--- config.mk ---
export PLATFORM = sky130hd
export DESIGN_NAME = sdp_ram
export DESIGN_NICKNAME = d
export VERILOG_FILES = /design/src/rtl/sdp_ram.sv
export SDC_FILE = /design/constraint.sdc
export NUM_CORES = 1
export LEC_CHECK = 0
export ABC_CLOCK_PERIOD_IN_PS = 3630
export BUFFER_PORTS_ARGS = -buffer_cell sky130_fd_sc_hd__buf_2
export CORE_MARGIN = 2
export CORE_UTILIZATION = 35
export CTS_CLUSTER_SIZE = 28
export DETAILED_ROUTE_END_ITERATION = 10
export PLACE_DENSITY_LB_ADDON = 0.1
export SLEW_MARGIN = 20
export SYNTH_ARGS = -nofsm -noshare
export SYNTH_HDL_FRONTEND = slang
export SYNTH_SLANG_ARGS = --single-unit
export TNS_END_PERCENT = 50
--- constraint.sdc ---
create_clock -name clk -period 3.63 [get_ports clk]
set_input_delay 0.363 -clock clk [delete_from_list [all_inputs] [get_ports clk]]
set_output_delay 0.363 -clock clk [all_outputs]
set_load 0.01 [all_outputs]
--- src/rtl/sdp_ram.sv ---
// sdp_ram: simple-dual-port synchronous RAM (one write port, one read port, one clock).
// Byte-lane write strobes, one-cycle read-valid pulse, write-first collision forwarding,
// and a self-clear sequencer that zeroes every word after each reset.
// Optional macro OUT_REG_EN adds an output register stage (read latency 2 instead of 1).
module sdp_ram #(
  parameter int DATA_WIDTH = 32,
  parameter int DEPTH      = 16,
  parameter int ADDR_WIDTH = 4
) (
  input  logic                       clk,
  input  logic                       rst_n,
  input  logic                       wen,
  input  logic [ADDR_WIDTH-1:0]      waddr,
  input  logic [DATA_WIDTH/8-1:0]    wstrb,
  input  logic [DATA_WIDTH-1:0]      din,
  input  logic                       ren,
  input  logic [ADDR_WIDTH-1:0]      raddr,
  output logic [DATA_WIDTH-1:0]      dout,
  output logic                       rvalid,
  output logic                       busy
);

  localparam int STRB_WIDTH = DATA_WIDTH / 8;
  localparam logic [ADDR_WIDTH:0]   DEPTH_W  = (ADDR_WIDTH + 1)'(DEPTH);
  localparam logic [ADDR_WIDTH-1:0] LAST_PTR = ADDR_WIDTH'(DEPTH - 1);

  typedef enum logic {
    ST_CLEAR,
    ST_RUN
  } state_e;

  state_e                  state_q, state_d;
  logic [ADDR_WIDTH-1:0]   ptr_q, ptr_d;
  logic                    busy_q, busy_d;
  logic [DATA_WIDTH-1:0]   dout_q, dout_d;
  logic                    rvalid_q, rvalid_d;

  logic [DATA_WIDTH-1:0]   mem [DEPTH];

  logic                    mem_we;
  logic [ADDR_WIDTH-1:0]   mem_addr;
  logic [DATA_WIDTH-1:0]   mem_wdata;
  logic [STRB_WIDTH-1:0]   mem_strb;

  logic                    waddr_ok;
  logic                    raddr_ok;
  logic                    collide;
  logic [DATA_WIDTH-1:0]   rd_word;
  logic [DATA_WIDTH-1:0]   fwd_word;

  // Addresses at or beyond DEPTH never reach the array, so there is no aliasing.
  assign waddr_ok = ({1'b0, waddr} < DEPTH_W);
  assign raddr_ok = ({1'b0, raddr} < DEPTH_W);
  assign collide  = wen && waddr_ok && (waddr == raddr);

  // Sequencer: sweep zeros through every word after reset, then hand the port to the user.
  always_comb begin
    // NOTE: every signal gets a default first so no path leaves it unassigned (no latch).
    state_d   = state_q;
    ptr_d     = ptr_q;
    mem_we    = 1'b0;
    mem_addr  = waddr;
    mem_wdata = din;
    mem_strb  = wstrb;
    case (state_q)
      ST_CLEAR: begin
        mem_we    = 1'b1;
        mem_addr  = ptr_q;
        mem_wdata = '0;
        mem_strb  = '1;
        if (ptr_q == LAST_PTR) begin
          state_d = ST_RUN;
          ptr_d   = '0;
        end else begin
          ptr_d = ptr_q + 1'b1;
        end
      end
      ST_RUN: begin
        mem_we = wen && waddr_ok;
      end
      default: begin
        state_d = ST_CLEAR;
        ptr_d   = '0;
      end
    endcase
    busy_d = (state_d == ST_CLEAR);
  end

  // Read path: write-first merge of new bytes over the stored word on an address match.
  always_comb begin
    rd_word  = raddr_ok ? mem[raddr] : '0;
    fwd_word = rd_word;
    for (int i = 0; i < STRB_WIDTH; i++) begin
      if (collide && wstrb[i]) begin
        fwd_word[8*i +: 8] = din[8*i +: 8];
      end
    end
    dout_d   = dout_q;
    rvalid_d = 1'b0;
    if (state_q == ST_CLEAR) begin
      dout_d = '0;
    end else if (ren) begin
      rvalid_d = 1'b1;
      dout_d   = raddr_ok ? fwd_word : '0;
    end
  end

  // Control and read-data registers.
  always_ff @(posedge clk or negedge rst_n) begin
    // NOTE: sequential state uses non-blocking assignments so every flop samples pre-edge values.
    if (!rst_n) begin
      state_q  <= ST_CLEAR;
      ptr_q    <= '0;
      busy_q   <= 1'b1;
      dout_q   <= '0;
      rvalid_q <= 1'b0;
    end else begin
      state_q  <= state_d;
      ptr_q    <= ptr_d;
      busy_q   <= busy_d;
      dout_q   <= dout_d;
      rvalid_q <= rvalid_d;
    end
  end

  // Storage array with per-byte write enables.
  always_ff @(posedge clk) begin
    // NOTE: the array has no reset; the clear sequencer zeroes it, keeping it mappable to RAM.
    if (mem_we) begin
      for (int i = 0; i < STRB_WIDTH; i++) begin
        if (mem_strb[i]) begin
          mem[mem_addr][8*i +: 8] <= mem_wdata[8*i +: 8];
        end
      end
    end
  end

  assign busy = busy_q;

`ifdef OUT_REG_EN
  logic [DATA_WIDTH-1:0] dout_pipe_q;
  logic                  rvalid_pipe_q;

  // Extra output stage: data and valid travel together, adding one cycle of latency.
  always_ff @(posedge clk or negedge rst_n) begin
    if (!rst_n) begin
      dout_pipe_q   <= '0;
      rvalid_pipe_q <= 1'b0;
    end else begin
      dout_pipe_q   <= dout_q;
      rvalid_pipe_q <= rvalid_q;
    end
  end

  assign dout   = dout_pipe_q;
  assign rvalid = rvalid_pipe_q;
`else
  assign dout   = dout_q;
  assign rvalid = rvalid_q;
`endif

endmodule

==> reports/qor_table.md <==
| Parameter | This run | Unit |
|---|---|---|
| Status | complete, no violations | - |
| Fmax | 376 | MHz |
| Sink count of the clock tree | 551 | - |
| Mapped cell area | 0.0216 | mm² |
| Hold Path Stages | 2 | - |
| Category of the worst setup path launch point | flip-flop | - |
| Vias per cell | 5.26 | - |
| First-pass iteration count of the detailed router | 5 | - |
| Share of layout cells above drive strength 1 | 27.4 | % |
| Class of the most critical hold timing path | primary input to flip-flop | - |
| Reg2reg setup slack | 0.97 | ns |
| Final Hold Fails | 0 | - |
| Layout-stage area growth over the synthesis result | 17.0 | % |
| Overall power of the completed layout | 13.8 | mW |
| Req. time, crit path | 3.85 | ns |
| Slew margin rel. | 24.0 | % |
| Area of the die | 0.0637 | mm² |
| TritonCTS clock tree | done | - |
| Mean post-synth cell area | 20.1 | µm² |
| Core Box Area | 0.0614 | mm² |
| TritonCTS buffer count | 57 | - |
| Summed area of non-filler cells in the final layout | 0.0253 | mm² |
| Master cell of the clock root buffer | clkbuf_16 | - |
| Number of resized instances in the post-cts repair step | 0 | - |
| Mapped Nets | 1124 | - |
| Maximum ir drop on the vdd rail | 0.306 | mV |
| Initial antenna violation count | 0 | - |
| Ratio of total power to cell area | 546 | mW/mm² |
| Leakage dissipation | 8.35 | nW |
| Antenna Cells | 0 | - |
| Final wirelength | 56000 | µm |
| Setup repair bufs after CTS | 0 | - |
| Total number of placement rows | 91 | - |
| Cell area after placement | 0.0231 | mm² |
| Mean routed wirelength per cell | 27.2 | µm |
| Share of synthesized area occupied by flip-flops and latches | 75.8 | % |
| Share of the synthesized area in the top cell type | 71.2 | % |
| Path type of the worst setup path | flip-flop to flip-flop | - |
| Setup_tns | 0 | ns |
| Gp weighted congestion | 0.812 | - |
| Element type at the critical path end | flip-flop | - |
| Pins Over Slew Limit | 0 | - |
| Yosys warning count | 0 | - |
| Die extent in x | 252 | µm |
| Leading cell type in the layout, fill and taps excluded | edfxtp_1 | - |
| Number of different library cells in the post-synthesis netlist | 34 | - |
| Cell types occupying the most area after synthesis | edfxtp_1 (71%), mux4_2 (13%), dfrtp_1 (4.4%) | - |
| Floorplan die height | 252 | µm |
| Number of H-tree levels | 2 | - |
| Max-cap violations | 0 | - |
| # nets final | 1272 | - |
| Number of storage elements in the synthesis netlist | 551 | - |
| Worst setup skew after layout | 0.00970 | ns |
| # fillers | 5417 | - |
| Arrival time of the worst setup path | 2.89 | ns |
| Number of DRC markers in iteration 0 | 940 | - |
| Clock transition at the registers of the reported paths | 0.06 | ns |
| Commonest cells after routing, fill and taps aside | edfxtp_1 (512), mux4_2 (128), buf_2 (79), nor2_1 (67), and2_1 (65) | - |
| Maximum number of buffers from clock root to sink | 3 | - |
| DR vias | 10800 | - |
| Setup repair after global routing missed its margin | false | - |
| Measured slew at the worst slew-check pin | 1.13 | ns |
| Count of input and output buffers | 81 | - |
| R2R cell count | 3 | - |
| Global route total overflow | 0 | - |
| Maximum number of pins on one net before global-route repair | 41 | - |
| Global-route wire length before repair | 80200 | µm |
| Period Utilization, post-route | 73.4 | % |
| Post-layout min period | 2.66 | ns |
| DP Wirelength | 35400 | µm |
| Antenna-violating nets left | 0 | - |
| Total global routing track utilization | 17.7 | % |
| Number of instances in the synthesized netlist | 1075 | - |
| DRC violation count after routing | 0 | - |
| Setup Viol. Count Final | 0 | - |
| Largest fanout on the critical path | 21 | - |
| Starting utilization of the core area | 35.2 | % |
| Cell type with the highest aggregate area in the netlist | edfxtp_1 | - |
| Vias in the first global route | 11000 | - |
| Clock insertion delay at the later pin of the skew report | 0.61 | ns |
| Top-Level Pins | 82 | - |
[metrics by stage]
stage	hold slack, ns	util (%)	setup WS [ns]	std cells
2_1_floorplan	0.0674	-	1.66	1075
3_3_place_gp	0.500	37.6	0.951	1928
3_5_place_dp	0.508	37.6	0.930	1928
4_1_cts	0.00470	41.1	0.914	2058
5_1_grt	0.0295	41.1	0.765	2058
6_report	0.0316	41.1	0.967	2058
[logic make-up (layout without fill, tap and decap cells)]
group / count (synthesis) / count (layout) / synth area share, %
flops: 551 / 551 / 75.8
simple gates: 206 / 206 / 4.62
mux: 129 / 129 / 13.4
compound gates: 117 / 117 / 4.34
buf+inv: 66 / 259 / 1.59
xor+xnor: 5 / 5 / 0.203
fa+ha+maj: 1 / 1 / 0.0580
[sequential cells by signal, summed over array words and instances, names as in the netlist]
signal and cells:
ptr_q 4, rvalid 1, mem 512, busy 1
state_q 1, dout 32
[worst max-delay path, stage by stage, from the launching register on]
cell,delay [ns]
dfrtp_2,0.53
o21ai_0,0.47
nand2_1,0.45
nor2_1,0.82
[cells in the mapped netlist (all sizes together)]
cell type / count
a32o: 1
xnor2: 2
a221o: 32
buf: 25
a21oi: 1
a21boi: 4
and2: 66
nor3: 3
edfxtp: 512
a21o: 2
clkbuf: 38
nand2: 52
dfstp: 1
a22oi: 64
dfrtp: 38
mux2: 1
nand2b: 5
and4: 4
a31o: 1
nand3: 2
ha: 1
nor2b: 3
mux4: 128
a31oi: 4
o21ai: 7
nor2: 68
inv: 3
nand3b: 3
xor2: 3
o31ai: 1
[final timing paths]
path,startpoint,end
worst max-delay path,state_q$_DFF_PN0_,mem[4][25]$_DFFE_PP_
worst min-delay path,din[21],dout[21]$_DFFE_PN0P_
worst max register to register,state_q$_DFF_PN0_,mem[4][25]$_DFFE_PP_
worst min register to register,ptr_q[3]$_DFFE_PN0N_,ptr_q[3]$_DFFE_PN0N_
max in group asynchronous,rst_n,dout[26]$_DFFE_PN0P_
min in group asynchronous,rst_n,dout[11]$_DFFE_PN0P_
[routing by layer]
layer  share of wire [%]  up-vias  GRT usage, %  wire (µm)
met1                  47     5733          26.1      26200
met5                   0        -             0          0
li1                    -     4705             -          -
met2                  45      289          26.3      25000
met3                 5.5       92          3.60       3090
met4                 2.9        0          5.95       1640
[report_power, final]
group	internal (mW)	switching, mW
sequential	7.01	0.0266
clock	3.56	2.38
combinational	0.316	0.502
[what timing repair did]
action	CTS	global route
endpoints found under the setup margin	0	0
endpoints found under the hold margin	46	0
hold buffers	26	0
[area by class of cell]
| class | instances | area [µm²] | area share, % |
|---|---|---|---|
| clock buffer | 77 | 1560 | 6.18 |
| inverter | 3 | 11.3 | 0.0446 |
| timing repair buffer | 152 | 1080 | 4.29 |
| clock inverter | 27 | 335 | 1.33 |
| sequential | 551 | 16400 | 64.8 |
| multi-input combinational | 458 | 4920 | 19.5 |
| tap | 790 | 988 | 3.91 |
Note: power is estimated with default switching activity, not from simulation.
